[src/rtl/pe_mac_if.sv]
// Handshake/data bundle for one pe_mac_pipe processing element.
// The master side feeds the PE; the slave side is the PE itself.
interface pe_mac_if #(
    parameter int DATA_W   = 8,
    parameter int WEIGHT_W = 8,
    parameter int ACC_W    = 24
);
    logic                w_load;
    logic [WEIGHT_W-1:0] w_in;
    logic [WEIGHT_W-1:0] w_out;
    logic                in_valid;
    logic [DATA_W-1:0]   x_in;
    logic [ACC_W-1:0]    y_in;
    logic                out_valid;
    logic [DATA_W-1:0]   x_out;
    logic [ACC_W-1:0]    y_out;
    logic                ovf;
    logic                ovf_clr;

    modport master (
        output w_load, w_in, in_valid, x_in, y_in, ovf_clr,
        input  w_out, out_valid, x_out, y_out, ovf
    );

    modport slave (
        input  w_load, w_in, in_valid, x_in, y_in, ovf_clr,
        output w_out, out_valid, x_out, y_out, ovf
    );
endinterface

[src/rtl/pe_mac_pipe.sv]
// Pipelined systolic MAC processing element: y_out = y_in + w*x_in, x forwarded,
// both with 2-cycle latency; loadable daisy-chained weight, optional saturation.
module pe_mac_pipe #(
    parameter int DATA_W   = 8,
    parameter int WEIGHT_W = 8,
    parameter int ACC_W    = 24,
    parameter int SAT_EN   = 1
) (
    input  logic    clk,
    input  logic    rst_n,
    pe_mac_if.slave bus
);
    localparam int PROD_W = DATA_W + WEIGHT_W;
    localparam logic signed [ACC_W-1:0] ACC_MAX = {1'b0, {(ACC_W-1){1'b1}}};
    localparam logic signed [ACC_W-1:0] ACC_MIN = {1'b1, {(ACC_W-1){1'b0}}};

    logic signed [WEIGHT_W-1:0] w_reg;
    logic signed [PROD_W-1:0]   prod;

    logic                       v1;
    logic signed [PROD_W-1:0]   p1;
    logic signed [ACC_W-1:0]    y1;
    logic        [DATA_W-1:0]   x1;

    logic signed [ACC_W:0]      sum;
    logic                       ovf_now;
    logic signed [ACC_W-1:0]    y_next;

    logic                       out_valid_q;
    logic        [DATA_W-1:0]   x_out_q;
    logic signed [ACC_W-1:0]    y_out_q;
    logic                       ovf_q;

    // Product width is exact, so even (-max)*(-max) cannot overflow here.
    assign prod = PROD_W'(w_reg) * PROD_W'($signed(bus.x_in));

    always_ff @(posedge clk or negedge rst_n) begin
        if (!rst_n) begin
            w_reg <= '0;
        end else if (bus.w_load) begin
            w_reg <= $signed(bus.w_in);
        end
    end

    always_ff @(posedge clk or negedge rst_n) begin
        if (!rst_n) begin
            v1 <= 1'b0;
            p1 <= '0;
            y1 <= '0;
            x1 <= '0;
        end else begin
            v1 <= bus.in_valid;
            if (bus.in_valid) begin
                p1 <= prod;
                y1 <= $signed(bus.y_in);
                x1 <= bus.x_in;
            end
        end
    end

    // One guard bit is enough: |y1| + |p1| stays below 2^ACC_W since ACC_W >= PROD_W.
    assign sum     = {y1[ACC_W-1], y1} + {{(ACC_W+1-PROD_W){p1[PROD_W-1]}}, p1};
    assign ovf_now = sum[ACC_W] ^ sum[ACC_W-1];

    always_comb begin
        y_next = sum[ACC_W-1:0];
        if ((SAT_EN != 0) && ovf_now) begin
            y_next = sum[ACC_W] ? ACC_MIN : ACC_MAX;
        end
    end

    always_ff @(posedge clk or negedge rst_n) begin
        if (!rst_n) begin
            out_valid_q <= 1'b0;
            x_out_q     <= '0;
            y_out_q     <= '0;
            ovf_q       <= 1'b0;
        end else begin
            out_valid_q <= v1;
            if (v1) begin
                x_out_q <= x1;
                y_out_q <= y_next;
            end
            // A fresh overflow outranks a clear arriving on the same edge.
            if (v1 && ovf_now) begin
                ovf_q <= 1'b1;
            end else if (bus.ovf_clr) begin
                ovf_q <= 1'b0;
            end
        end
    end

    assign bus.w_out     = w_reg;
    assign bus.out_valid = out_valid_q;
    assign bus.x_out     = x_out_q;
    assign bus.y_out     = y_out_q;
    assign bus.ovf       = ovf_q;
endmodule
[src/flat_wrapper.sv]
// flat-port wrapper written by rule: the top's interface ports become plain ports
module pe_mac_pipe_flat 
#(
    parameter int DATA_W   = 8,
    parameter int WEIGHT_W = 8,
    parameter int ACC_W    = 24,
    parameter int SAT_EN   = 1
)
  (clk, rst_n, bus_w_load, bus_w_in, bus_in_valid, bus_x_in, bus_y_in, bus_ovf_clr, bus_w_out, bus_out_valid, bus_x_out, bus_y_out, bus_ovf);
  pe_mac_if #(.DATA_W(DATA_W), .WEIGHT_W(WEIGHT_W), .ACC_W(ACC_W)) bus_i ();
  input  logic clk;
  input  logic rst_n;
  input wire logic [$bits(bus_i.w_load)-1:0] bus_w_load;
  input wire logic [$bits(bus_i.w_in)-1:0] bus_w_in;
  input wire logic [$bits(bus_i.in_valid)-1:0] bus_in_valid;
  input wire logic [$bits(bus_i.x_in)-1:0] bus_x_in;
  input wire logic [$bits(bus_i.y_in)-1:0] bus_y_in;
  input wire logic [$bits(bus_i.ovf_clr)-1:0] bus_ovf_clr;
  output wire logic [$bits(bus_i.w_out)-1:0] bus_w_out;
  output wire logic [$bits(bus_i.out_valid)-1:0] bus_out_valid;
  output wire logic [$bits(bus_i.x_out)-1:0] bus_x_out;
  output wire logic [$bits(bus_i.y_out)-1:0] bus_y_out;
  output wire logic [$bits(bus_i.ovf)-1:0] bus_ovf;
  assign bus_i.w_load = bus_w_load;
  assign bus_i.w_in = bus_w_in;
  assign bus_i.in_valid = bus_in_valid;
  assign bus_i.x_in = bus_x_in;
  assign bus_i.y_in = bus_y_in;
  assign bus_i.ovf_clr = bus_ovf_clr;
  assign bus_w_out = bus_i.w_out;
  assign bus_out_valid = bus_i.out_valid;
  assign bus_x_out = bus_i.x_out;
  assign bus_y_out = bus_i.y_out;
  assign bus_ovf = bus_i.ovf;
  pe_mac_pipe #(.DATA_W(DATA_W), .WEIGHT_W(WEIGHT_W), .ACC_W(ACC_W), .SAT_EN(SAT_EN)) u_core (.clk(clk), .rst_n(rst_n), .bus(bus_i));
endmodule
[config.mk]
export PLATFORM = sky130hd
export DESIGN_NAME = pe_mac_pipe_flat
export DESIGN_NICKNAME = d
export VERILOG_FILES = /design/src/rtl/pe_mac_if.sv /design/src/rtl/pe_mac_pipe.sv /design/src/flat_wrapper.sv
export SDC_FILE = /design/constraint.sdc
export NUM_CORES = 1
export LEC_CHECK = 0
export CORE_UTILIZATION = 45
export CTS_CLUSTER_SIZE = 40
export DETAILED_ROUTE_END_ITERATION = 12
export GPL_TIMING_DRIVEN = 1
export PLACE_DENSITY = 0.69
export RECOVER_POWER = 50
export SYNTH_ARGS = -nofsm -noshare
export SYNTH_HDL_FRONTEND = slang
export SYNTH_SLANG_ARGS = --single-unit
[constraint.sdc]
create_clock -name clk -period 4.05 [get_ports clk]
set_input_delay 0.81 -clock clk [delete_from_list [all_inputs] [get_ports clk]]
set_output_delay 0.81 -clock clk [all_outputs]
set_load 0.01 [all_outputs]
==> qor.yml <==
clock_tree:
  cts_tree: "done"
  path_clk_slew_ps: 70
  htreeDepth: 3
  cts-buffers-inserted: 9
  clock_path_buffers: 2
  clk_latency_ps: 350
  cts_sinks: 91
  root_buffer: "clkbuf_16"
critical_path:
  rr_worst_depth: 17
  crit_type: "in2reg"
  start_kind: "primary input"
  r2r_setup_slack_ps: -220
  reg2reg_to: "u_core.p1[12]"
  critPathRequiredTime_ps: 4290
  crit_fanout: 7
  r2r-start: "u_core.bus.w_out[7]"
  arrival_ps: 4580
  crit_path_end_kind: "register"
logic_synthesis:
  ys_top_cells_by_area: "dfrtp_1 (31%), fa_1 (15%), mux2_2 (9.1%), ha_1 (9.1%), inv_1 (5.8%)"
  yosysWarnings: 0
  syn_area_per_cell_um2: 10.1
  ys_ff_latch: 91
  yosys_most_used_dff: "dfrtp_1"
  syn-num-nets: 880
  syn_inst: 726
  synth_edf_count: 0
  yosysTopAreaCell: "dfrtp_1"
  synth_async_sr_flop_share_pct: 100
  synth_top_area_share_pct: 31.2
  syn_area_mm2: 0.00730
  yosysUniqueCellTypes: 59
  ys_seq_area_share_pct: 31.2
floorplanning:
  start_util_pct: 46.0
  core_mm2: 0.0159
  die_y_um: 129
  design.die.area_mm2: 0.0167
  die_w_um: 129
  rows: 46
  io_pins: 87
placed_design:
  dp_hpwl_um: 12700
  gp_congestion: 0.861
  io_buffers: 86
  place_area_mm2: 0.00882
layout:
  finalCoreUtilization_pct: 59.0
  n_antenna_cell: 0
  num-nets-final: 1017
  areaGrowthSynthToFinish_pct: 28.3
  drive_gt1_share_pct: 25.4
  final_common_cell: "inv_1"
  final_cell_mix: "inv_1 (98), dfrtp_1 (85), clkdlybuf4s50_1 (75)"
  finalInstanceArea_mm2: 0.00938
routing:
  wire_per_inst_um: 15.2
  vias_per_cell: 5.14
  drt-total-wl_um: 16400
  drtPass1Iterations: 5
  drc_errors: 0
  num_vias: 5569
  drt-initial-drc-count: 335
  antenna_left: 0
global_routing:
  grt_most_used_layer: "met2"
  track_usage_pct: 21.0
  grt_pass1_wl_um: 27500
  use_met1_pct: 27.0
  grtUsageMet2_pct: 36.1
  grt-ovfl-total: 0
  antenna_found_initial: 0
  grt_pass1_vias: 5656
  grt_use_met3_pct: 3.01
  grt_max_degree: 68
power_and_ir_drop:
  p_per_area_mw_per_mm2: 834
  irDropWorstVdd_uv: 499
  power_frac_seq_pct: 17.4
  p_leak_nw: 4.28
  comb_power_share_pct: 71.5
  intPower_mw: 4.56
  power.switching_mw: 3.25
  swShare_pct: 41.6
  p_clk_share_pct: 11.1
  power_mw: 7.82
flow_run:
  drv_cap: 1
sta:
  hold_viol_final: 0
  max_freq_ghz: 0.230
  setup_viol: 8
  report.final.slew_viol_count: 68
  slew_headroom_pct: -11.7
  setup_slack_ps: -290
  rsz0062_at_grt: "yes"
  finalSetupTns_ps: -1240
  worst_pin_slew_ps: 1680
  layout_min_cycle_time_ps: 4340
  clock_skew_ps: 5.09
  finalCritPeriodShare_pct: 107
hold_path:
  worstHoldStart: "u_core.x1[0]"
  whs_path_depth: 1
  hp-class: "reg2reg"
  holdPathEnd: "u_core.x1[0]"
outcome:
  failed_checks: "max-capacitance violations, max-slew violations, negative setup slack"
  status: "complete, but fails checks"
==> repair_timing <==
item	CTS	global route
gates cloned	0	0
gates resized for setup	89	17
buffers inserted	9	4
pin swaps	30	24
endpoints found under the setup margin	10	8
hold buffers	0	0
endpoints found under the hold margin	0	0
==> state kept, by name, summed over array words and instances, names as in the netlist <==
register and cells:
u_core.bus.y_out 24, u_core.bus.out_valid 1, u_core.y1 24, u_core.x1 8, u_core.p1 16, u_core.v1 1
u_core.bus.ovf 1, u_core.bus.w_out 8, u_core.bus.x_out 8
==> synthesized netlist by cell type, types with 3 or more instances <==
| library cell | n |
|---|---|
| ha_1 | 53 |
| fa_1 | 56 |
| o21a_1 | 5 |
| nand2_1 | 28 |
| a21oi_2 | 3 |
| o31ai_1 | 3 |
| nand3_1 | 13 |
| mux2_2 | 59 |
| a31oi_1 | 5 |
| o21bai_1 | 4 |
| xnor2_1 | 26 |
| a21oi_1 | 31 |
| dfrtp_1 | 91 |
| nor3_1 | 9 |
| a211oi_1 | 3 |
| xor2_1 | 5 |
| or3_1 | 4 |
| inv_1 | 113 |
| nor2_1 | 47 |
| a21o_1 | 9 |
| nor2b_1 | 6 |
| and2_1 | 45 |
| o21ai_0 | 18 |
| nand2b_1 | 6 |
| o22ai_1 | 23 |
| o21ai_1 | 3 |
| buf_6 | 6 |
| clkbuf_1 | 15 |
==> metal layers <==
| metal | up-vias | routed length (um) |
|---|---|---|
| li1 | 2710 | - |
| met1 | 2714 | 7510 |
| met2 | 133 | 8100 |
| met3 | 12 | 614 |
| met4 | 0 | 218 |
| met5 | - | 0 |
==> logic make-up (layout without fill, tap and decap cells) <==
group | Yosys count | after routing | synth area share (%)
compound gates | 131 | 131 | 12.3
xor+xnor | 31 | 31 | 3.72
fa+ha+maj | 109 | 109 | 24.4
buf+inv | 137 | 278 | 7.67
flops | 91 | 91 | 31.2
mux | 60 | 60 | 9.23
simple gates | 167 | 167 | 11.5
==> worst max path at each step <==
stage / slack [ps] / to / startpoint
finish: -290 / u_core.p1[12] / bus_x_in[2]
global route: -410 / u_core.p1[12] / bus_x_in[2]
CTS: -280 / u_core.p1[12] / bus_x_in[2]
detailed placement: -1240 / u_core.p1[13] / bus_x_in[2]
global placement: -1130 / u_core.p1[13] / bus_x_in[2]
floorplan: -380 / u_core.p1[13] / bus_x_in[0]
==> layout make-up <==
type                            count  area (um^2)
Clock buffer                       10          239
Clock inverter                      5         61.3
Fill cell                        1377         6510
Inverter                          113          434
Multi-Input combinational cell    498         4720
Sequential cell                    91         2280
Tap cell                          216          270
Timing Repair Buffer              150         1370
==> per-stage QoR <==
step	worst slack, ps	cells	hold WS, ps
final	-290	1083	512
after global routing	-411	1083	527
after CTS	-279	1079	512
after detailed placement	-1240	1056	498
after global placement	-1130	1056	490
after floorplan	-376	726	352
==> power by group through the flow <==
stage	Clock [mW]	Sequential (mW)	Combinational (mW)
5_1_grt	0.923	1.39	6.19
3_3_place_gp	0	1.36	5.01
4_1_cts	0.895	1.36	5.40
6_report	0.871	1.36	5.59
2_1_floorplan	0	1.39	3.66
3_5_place_dp	0	1.37	5.16
==> critical path, stage by stage <==
cell and delay (ps):
buf_12 110, and2_4 150, fa_1 530, inv_1 50
fa_1 480, inv_1 50, fa_1 500, inv_2 40
fa_2 520, inv_2 40, ha_4 280, a21oi_4 50
o21bai_1 160, a21oi_2 90, o21bai_1 200, a21oi_1 110
xnor2_1 130, mux2_4 250
Power figures use the tool's default switching activity.
